**config.mk**
```make
export PLATFORM = sky130hd
export DESIGN_NAME = me_dmem_ctrl
export DESIGN_NICKNAME = d
export VERILOG_FILES = /design/src/rtl/me_dmem_ctrl_pkg.sv /design/src/rtl/me_dmem_ctrl.sv
export SDC_FILE = /design/constraint.sdc
export NUM_CORES = 1
export LEC_CHECK = 0
export CORE_MARGIN = 1.5
export CORE_UTILIZATION = 40
export CTS_BUF_LIST = sky130_fd_sc_hd__clkbuf_16
export DETAILED_ROUTE_END_ITERATION = 16
export HOLD_SLACK_MARGIN = 0.08
export PLACE_DENSITY_LB_ADDON = 0.2
export SLEW_MARGIN = 20
export SYNTH_ARGS = -nofsm -noshare
export SYNTH_HDL_FRONTEND = slang
export SYNTH_SLANG_ARGS = --single-unit
```
**constraint.sdc**
```tcl
create_clock -name clk -period 6.2 [get_ports clk]
set_clock_uncertainty 0.2 [all_clocks]
set_input_delay 0.62 -clock clk [delete_from_list [all_inputs] [get_ports clk]]
set_output_delay 0.62 -clock clk [all_outputs]
set_load 0.02 [all_outputs]
```
**src/rtl/me_dmem_ctrl_pkg.sv**
```systemverilog
// Shared types and constants for the MEM-stage data-memory controller.
package me_dmem_ctrl_pkg;

  typedef enum logic {
    ST_IDLE = 1'b0,
    ST_BUSY = 1'b1
  } state_e;

  localparam int unsigned TIMEOUT_DEF = 255;
  localparam logic [31:0] ALIGN_MASK  = 32'h0000_0003;

endpackage

```
**src/rtl/me_dmem_ctrl.sv**
```systemverilog
// MEM-stage data-memory controller: req/ack handshake with a variable-latency
// memory, pipeline stall while an access is outstanding, registered MEM/WB outputs.
module me_dmem_ctrl
  import me_dmem_ctrl_pkg::*;
#(
  parameter int unsigned TIMEOUT = TIMEOUT_DEF
) (
  input  logic        clk,
  input  logic        rst,
  input  logic        ME_DMWr,
  input  logic        ME_DMRd,
  input  logic        ME_RFWr,
  input  logic        ME_WD_Src,
  input  logic [4:0]  ME_Rd,
  input  logic [31:0] ME_ALURes,
  input  logic [31:0] ME_RTVal,
  output logic        ME_Stall,
  output logic        dm_req,
  output logic        dm_we,
  output logic [31:0] dm_addr,
  output logic [31:0] dm_wdata,
  input  logic [31:0] dm_rdata,
  input  logic        dm_ack,
  output logic        WB_RFWr,
  output logic        WB_WD_Src,
  output logic [4:0]  WB_Rd,
  output logic [31:0] WB_ALURes,
  output logic [31:0] WB_MemData,
  output logic        WB_Exc
);

  localparam int unsigned CW = $clog2(TIMEOUT) + 1;
  localparam logic [CW-1:0] CNT_LAST = CW'(TIMEOUT - 1);

  state_e        state_q, state_d;
  logic [CW-1:0] cnt_q, cnt_d;
  logic          req_q, req_d, we_q, we_d;
  logic [31:0]   addr_q, addr_d, wdata_q, wdata_d;
  logic          wb_rfwr_q, wb_rfwr_d, wb_src_q, wb_src_d, wb_exc_q, wb_exc_d;
  logic [4:0]    wb_rd_q, wb_rd_d;
  logic [31:0]   wb_alu_q, wb_alu_d, wb_mem_q, wb_mem_d;

  logic acc, misal;
  assign acc   = ME_DMWr | ME_DMRd;
  assign misal = |(ME_ALURes & ALIGN_MASK);

  always_comb begin
    state_d   = state_q;
    cnt_d     = cnt_q;
    req_d     = req_q;
    we_d      = we_q;
    addr_d    = addr_q;
    wdata_d   = wdata_q;
    wb_rfwr_d = wb_rfwr_q;
    wb_src_d  = wb_src_q;
    wb_rd_d   = wb_rd_q;
    wb_alu_d  = wb_alu_q;
    wb_mem_d  = wb_mem_q;
    wb_exc_d  = wb_exc_q;
    ME_Stall  = 1'b0;
    case (state_q)
      ST_IDLE: begin
        if (!acc) begin
          wb_rfwr_d = ME_RFWr;
          wb_src_d  = ME_WD_Src;
          wb_rd_d   = ME_Rd;
          wb_alu_d  = ME_ALURes;
          wb_mem_d  = 32'h0;
          wb_exc_d  = 1'b0;
        end else if (misal) begin
          // Misaligned access never reaches memory; it retires as an exception.
          wb_rfwr_d = 1'b0;
          wb_src_d  = ME_WD_Src;
          wb_rd_d   = ME_Rd;
          wb_alu_d  = ME_ALURes;
          wb_mem_d  = 32'h0;
          wb_exc_d  = 1'b1;
        end else begin
          ME_Stall  = 1'b1;
          state_d   = ST_BUSY;
          cnt_d     = '0;
          req_d     = 1'b1;
          we_d      = ME_DMWr;
          addr_d    = ME_ALURes;
          wdata_d   = ME_RTVal;
          wb_rfwr_d = 1'b0;
          wb_exc_d  = 1'b0;
        end
      end
      ST_BUSY: begin
        if (dm_ack) begin
          state_d   = ST_IDLE;
          cnt_d     = '0;
          req_d     = 1'b0;
          wb_rfwr_d = ME_RFWr;
          wb_src_d  = ME_WD_Src;
          wb_rd_d   = ME_Rd;
          wb_alu_d  = ME_ALURes;
          wb_mem_d  = we_q ? 32'h0 : dm_rdata;
          wb_exc_d  = 1'b0;
        end else if (cnt_q != CNT_LAST) begin
          ME_Stall  = 1'b1;
          cnt_d     = cnt_q + CW'(1);
          wb_rfwr_d = 1'b0;
        end else begin
          // Give up: release the pipeline and flag the instruction.
          state_d   = ST_IDLE;
          cnt_d     = '0;
          req_d     = 1'b0;
          wb_rfwr_d = 1'b0;
          wb_exc_d  = 1'b1;
        end
      end
      default: begin
        state_d = ST_IDLE;
        cnt_d   = '0;
        req_d   = 1'b0;
      end
    endcase
  end

  always_ff @(posedge clk or posedge rst) begin
    if (rst) begin
      state_q   <= ST_IDLE;
      cnt_q     <= '0;
      req_q     <= 1'b0;
      we_q      <= 1'b0;
      addr_q    <= 32'h0;
      wdata_q   <= 32'h0;
      wb_rfwr_q <= 1'b0;
      wb_src_q  <= 1'b0;
      wb_rd_q   <= 5'h0;
      wb_alu_q  <= 32'h0;
      wb_mem_q  <= 32'h0;
      wb_exc_q  <= 1'b0;
    end else begin
      state_q   <= state_d;
      cnt_q     <= cnt_d;
      req_q     <= req_d;
      we_q      <= we_d;
      addr_q    <= addr_d;
      wdata_q   <= wdata_d;
      wb_rfwr_q <= wb_rfwr_d;
      wb_src_q  <= wb_src_d;
      wb_rd_q   <= wb_rd_d;
      wb_alu_q  <= wb_alu_d;
      wb_mem_q  <= wb_mem_d;
      wb_exc_q  <= wb_exc_d;
    end
  end

  assign dm_req     = req_q;
  assign dm_we      = we_q;
  assign dm_addr    = addr_q;
  assign dm_wdata   = wdata_q;
  assign WB_RFWr    = wb_rfwr_q;
  assign WB_WD_Src  = wb_src_q;
  assign WB_Rd      = wb_rd_q;
  assign WB_ALURes  = wb_alu_q;
  assign WB_MemData = wb_mem_q;
  assign WB_Exc     = wb_exc_q;

endmodule

```
Word level (Yosys, flattened, before mapping)
Index checks and enable logic that the tools add are counted.
- memories: 0
- latch bits: 0
- bits in writable memories: 0
- register bits after elaboration: 148
- ROM bits: 0
- $mul: 0
- order comparisons: 0
- shifts and indexed selects: 0
- bitwise logic cells: 3
- add/subtract/negate cells: 1
- equality and inequality tests: 6
- divide/modulo/power cells: 0
- multiplexer cells: 40
- reduce and logical (&&, ||, !) cells: 5
- operators with widths (kind ; number):
    two-way mux 32 bit ; 7
    one-hot mux 32 bit (2 select lines) ; 2
    two-way mux 9 bit ; 4
    one-hot mux 9 bit (2 select lines) ; 1
    two-way mux 1 bit ; 17
    two-way mux 5 bit ; 3
    one-hot mux 1 bit (2 select lines) ; 5
    one-hot mux 5 bit (2 select lines) ; 1
    adder 9 x 1 -> 9 bit (second input constant) ; 1
    inequality test 9 x 8 -> 1 bit (second input constant) ; 1
    inequality test 2 bit (second input constant) ; 3
    inequality test 3 bit (second input constant) ; 2
    AND reduction 3 bit ; 2
    AND reduction 2 bit ; 2
    NOT 1 bit ; 2
    OR reduction 2 bit ; 1
    OR 1 bit ; 1

Depth between registers and ports, before layout
- depth after elaboration: 4
- mapped depth: 8

Worst setup path before layout
Ideal clock, no wire load.
- path kind: input -> output
- start: in ME_ALURes[0]
- end: out ME_Stall
- arrival time: 1.521 ns
- path slack: 3.859 ns
- buffers on the path: 2
- stages: 4
- required time: 5.380 ns
- path through: nor4_4 buf_4 buf_4 nand2b_1
- longest elaborated chain between the ends: 4
- RTL lines (item ; line ; source):
    start: declaration ; me_dmem_ctrl.sv:15 ; input logic [31:0] ME_ALURes,
    OR reduction 2 bit ; me_dmem_ctrl.sv:45 ; assign misal = |(ME_ALURes & ALIGN_MASK);
    two-way mux 1 bit ; me_dmem_ctrl.sv:70 ; end else if (misal) begin
    two-way mux 1 bit ; me_dmem_ctrl.sv:63 ; if (!acc) begin
    one-hot mux 1 bit (2 select lines) ; me_dmem_ctrl.sv:61 ; case (state_q)
    end: declaration ; me_dmem_ctrl.sv:17 ; output logic ME_Stall,
Every way passes these cells.

Final worst setup path
- start: in dm_ack
- end: out ME_Stall
- longest elaborated chain between the ends: 2
- RTL lines (item ; line ; source):
    start: declaration ; me_dmem_ctrl.sv:23 ; input logic dm_ack,
    two-way mux 1 bit ; me_dmem_ctrl.sv:91 ; if (dm_ack) begin
    one-hot mux 1 bit (2 select lines) ; me_dmem_ctrl.sv:61 ;
Every way passes these cells.

==> results.env <==
STATUS='completed'
POWERDENSITY_nW_PER_UM2=338
ANTENNA_FOUND_INITIAL=0
FILLERINSTANCES=1141
INTERNAL_POWER_mW=2.19
WIRE_PER_INST_UM=16.7
DRT_FIRST_ITER_VIOLATIONS=163
PATH_BUF_INV=2
POWER.STATIC_LEAKAGE_nW=3.84
CLKSLEWWORSTSETUPHOLDPATHS_NS=0.06
VIAS=4273
CRIT_CHAIN='clkdlybuf4s50_1, nand2b_1, a21o_1, nand2b_1, clkdlybuf4s50_1'
PORTS_PLACED_ON_THE_BOUNDARY=247
HOLD-WORST-SLACK_NS=0.277
LAYOUT-DRIVE-GT1-SHARE_PCT=16.6
SYNTH-EDFF-COUNT=0
POSTSYNTHNETCOUNT=545
CTS.PATH.MAX_BUFFERS=2
CRITICAL_PATH_PEAK_FANOUT=9
ROUTE.DETAILED.DRC=0
DIEAREA_UM2=15500
GP_CONGESTION=0.783
FINALHOLDVIOLATIONS=0
MIN-DELAY-PATH-CLASS='reg -> reg'
POST-PLACE-WS_NS=2.66
TOTAL_INSTANCE_COUNT_AFTER_DETAILED_PLACEMENT=845
PLACED_AREA_UM2=8490
SYNTH_CELL_TYPES=35
DIE_H_UM=125
CTS.REPAIR.RESIZED=0
CLK-INSERTION-DELAY-LATE_NS=0.42
DETAILEDROUTE.FIRSTPASSITERATIONCOUNT=6
SYNTH.AVG_CELL_AREA_UM2=13.6
VIAS_IN_THE_FIRST_GLOBAL_ROUTE=4414
CTS_SINK_COUNT=148
SYNTH_TOP_CELLS_BY_AREA='dfrtp_1 (63%), mux2_2 (8.4%), mux2_4 (7.6%)'
CRIT_PATH_START_KIND='input pin'
POWER_FRAC_SEQ_PCT=39.5
PERIOD_MINUS_SLACK_NS=3.27
GRT_PASS1_WL_MM=23.7
INITIAL_CORE_UTIL_PCT=40.9
CRIT_SLOWEST_CELL='clkdlybuf4s50_1'
COMBINATIONALPOWERSHARE_PCT=27.3
POST_DETAIL_PLACE_HPWL_MM=10.4
SYNTH_TOP_AREA_SHARE_PCT=62.6
HOLDBUFCOUNTCTS=0
FINALSETUPTNS_NS=0
POWER_SWITCHING_SHARE_PCT=28.6
YS_ASYNC_SR_FRACTION_PCT=100
CTS_SETUP_BUFFERS=0
CLKPWRFRAC_PCT=33.2
MAXSLEWHEADROOM_PCT=41.8
IRDROPWORSTVDD_mV=0.159
REPORT.POWER.TOTAL_mW=3.07
CORE_REGION_AREA_UM2=14500
NETLIST.TOP_CELL.BY_AREA='dfrtp_1'
INSTANCES_NO_FILL=877
TRITONCTS.NUM_BUFFERS=17
SLEW_VIOLATIONS=0
CRIT_TYPE='in -> out'
CRITPATHREQUIREDTIME_NS=5.38
MAXCAPVIOLATIONS=0
DETAIL_ROUTE.WIRELENGTH_MM=14.7
POWER_SWITCHING_mW=0.879
TIGHTESTPINTRANSITION_NS=0.874
CPPEAKSTAGEDELAY_NS=0.63
LAYOUT.NETS=790
CORE.ROWCOUNT=44
CTSHTREEMAXLEVEL=4
SYNTH.FF_LATCH_COUNT=148
GR-USAGE-ALL-LAYERS_PCT=19.5
IO_BUFFERS=246
FINAL_COMMON_CELL='clkdlybuf4s50_1'
SEQ_AREA_FRAC_SYNTH_PCT=62.6
CTS.ROOT.BUFFER_CELL='clkbuf_16'
ANT_NETS=0
GRT_SETUP_UNREPAIRED='false'
SYNTH_WARNINGS=0
FIN_CRIT_SH_PCT=52.8
DESIGN_AREA_UM2=9080
PATH_DELAY_FAMILY='buffers and inverters'
TRITONCTS='done'
SYNTHTOLAYOUTAREAGROWTH_PCT=53.5
POST_SYNTH_INSTANCE_AREA_UM2=5920
DIE_WIDTH_UM=125
END_KIND='primary output'
POSTSYNTHCELLCOUNT=435
SYNTH_FLOP_CELL='dfrtp_1'
MAX_FREQ_GHz=0.306
ANTENNA_CELLS=0
FINALSETUPVIOLCOUNT=0
POST-ROUTE-UTIL_PCT=62.7
MOST-COMMON-LAYOUT-CELLS='clkdlybuf4s50_1 (246), dfrtp_1 (148), nand2_1 (75)'
SETUP_WS_NS=2.93
CRIT_ARRIVAL_NS=2.45
GLOBAL_ROUTE.OVERFLOW_TOTAL=0
DETAIL_ROUTE.VIAS_PER_CELL=4.87
GRT_START_MAX_NET_PINS=101
==> flip-flops by register name, summed over array words and instances (netlist names), 5 cells and up <==
register,cells
WB_ALURes,32
WB_MemData,32
WB_Rd,5
cnt_q,9
dm_addr,32
dm_wdata,32
==> tightest hold or removal path, cell delays in order (launching register included) <==
cell and delay (ns):
dfrtp_1 0.34, nand2_1 0.05, o21ai_0 0.06
==> power by group through the flow <==
stage               clock (mW)  combinational (mW)  sequential, mW
global placement             0               0.832            1.22
global route              1.08               0.886            1.24
CTS                       1.05               0.849            1.21
detailed placement           0               0.845            1.23
floorplan                    0               0.229            1.41
finish                    1.02               0.838            1.21
==> worst paths after layout <==
check	depth (start not counted)	start	endpoint	slack (ns)
min in group asynchronous	2	rst	WB_Rd[4]	0.58
max reg2reg	5	state_q	WB_ALURes[3]	3.25
min reg2reg	2	WB_MemData[17]	WB_MemData[17]	0.28
min	2	WB_MemData[17]	WB_MemData[17]	0.28
max in group asynchronous	3	rst	WB_ALURes[10]	4.04
max	5	dm_ack	ME_Stall	2.93
==> kinds of logic after synthesis <==
| group | count (synthesis) | share of synthesized area (%) |
|---|---|---|
| DFF | 148 | 62.6 |
| and+or+nand+nor | 103 | 7.70 |
| muxes | 100 | 20.9 |
| AOI/OAI and AO/OA | 54 | 5.43 |
| buffers and inverters | 28 | 2.94 |
| adders and majority gates | 2 | 0.423 |
==> synth_stat cells, types with 2 or more instances <==
cell type and n:
dfrtp_1 148, nand2_1 75, mux2_2 44, o21ai_0 35, mux2_4 30, mux2_1 25, buf_2 7, nor2_1 7
buf_4 6, clkbuf_1 6, a21oi_1 5, a31oi_1 5, buf_6 5, a21o_1 4, inv_1 4, nor2b_1 4
nand2b_1 3, nand3_1 3, ha_1 2, nor4_1 2
==> final cells by class <==
type | count | area [um2] | area share (%)
clock buffers | 17 | 425 | 4.68
clock inverters | 15 | 165 | 1.82
inverters | 4 | 20.0 | 0.220
multi-input cells | 259 | 2050 | 22.5
flip-flops and latches | 148 | 3700 | 40.8
well taps | 184 | 230 | 2.53
repair buffers | 250 | 2490 | 27.4
==> routing by layer <==
metal,global-route usage [%],up-vias,routed length [um]
met5,0,-,0
met4,8.18,0,325
met3,7.52,25,1310
met2,31.7,181,7060
met1,23.1,2079,5950
li1,-,1988,-
Power figures use the tool's default switching activity.
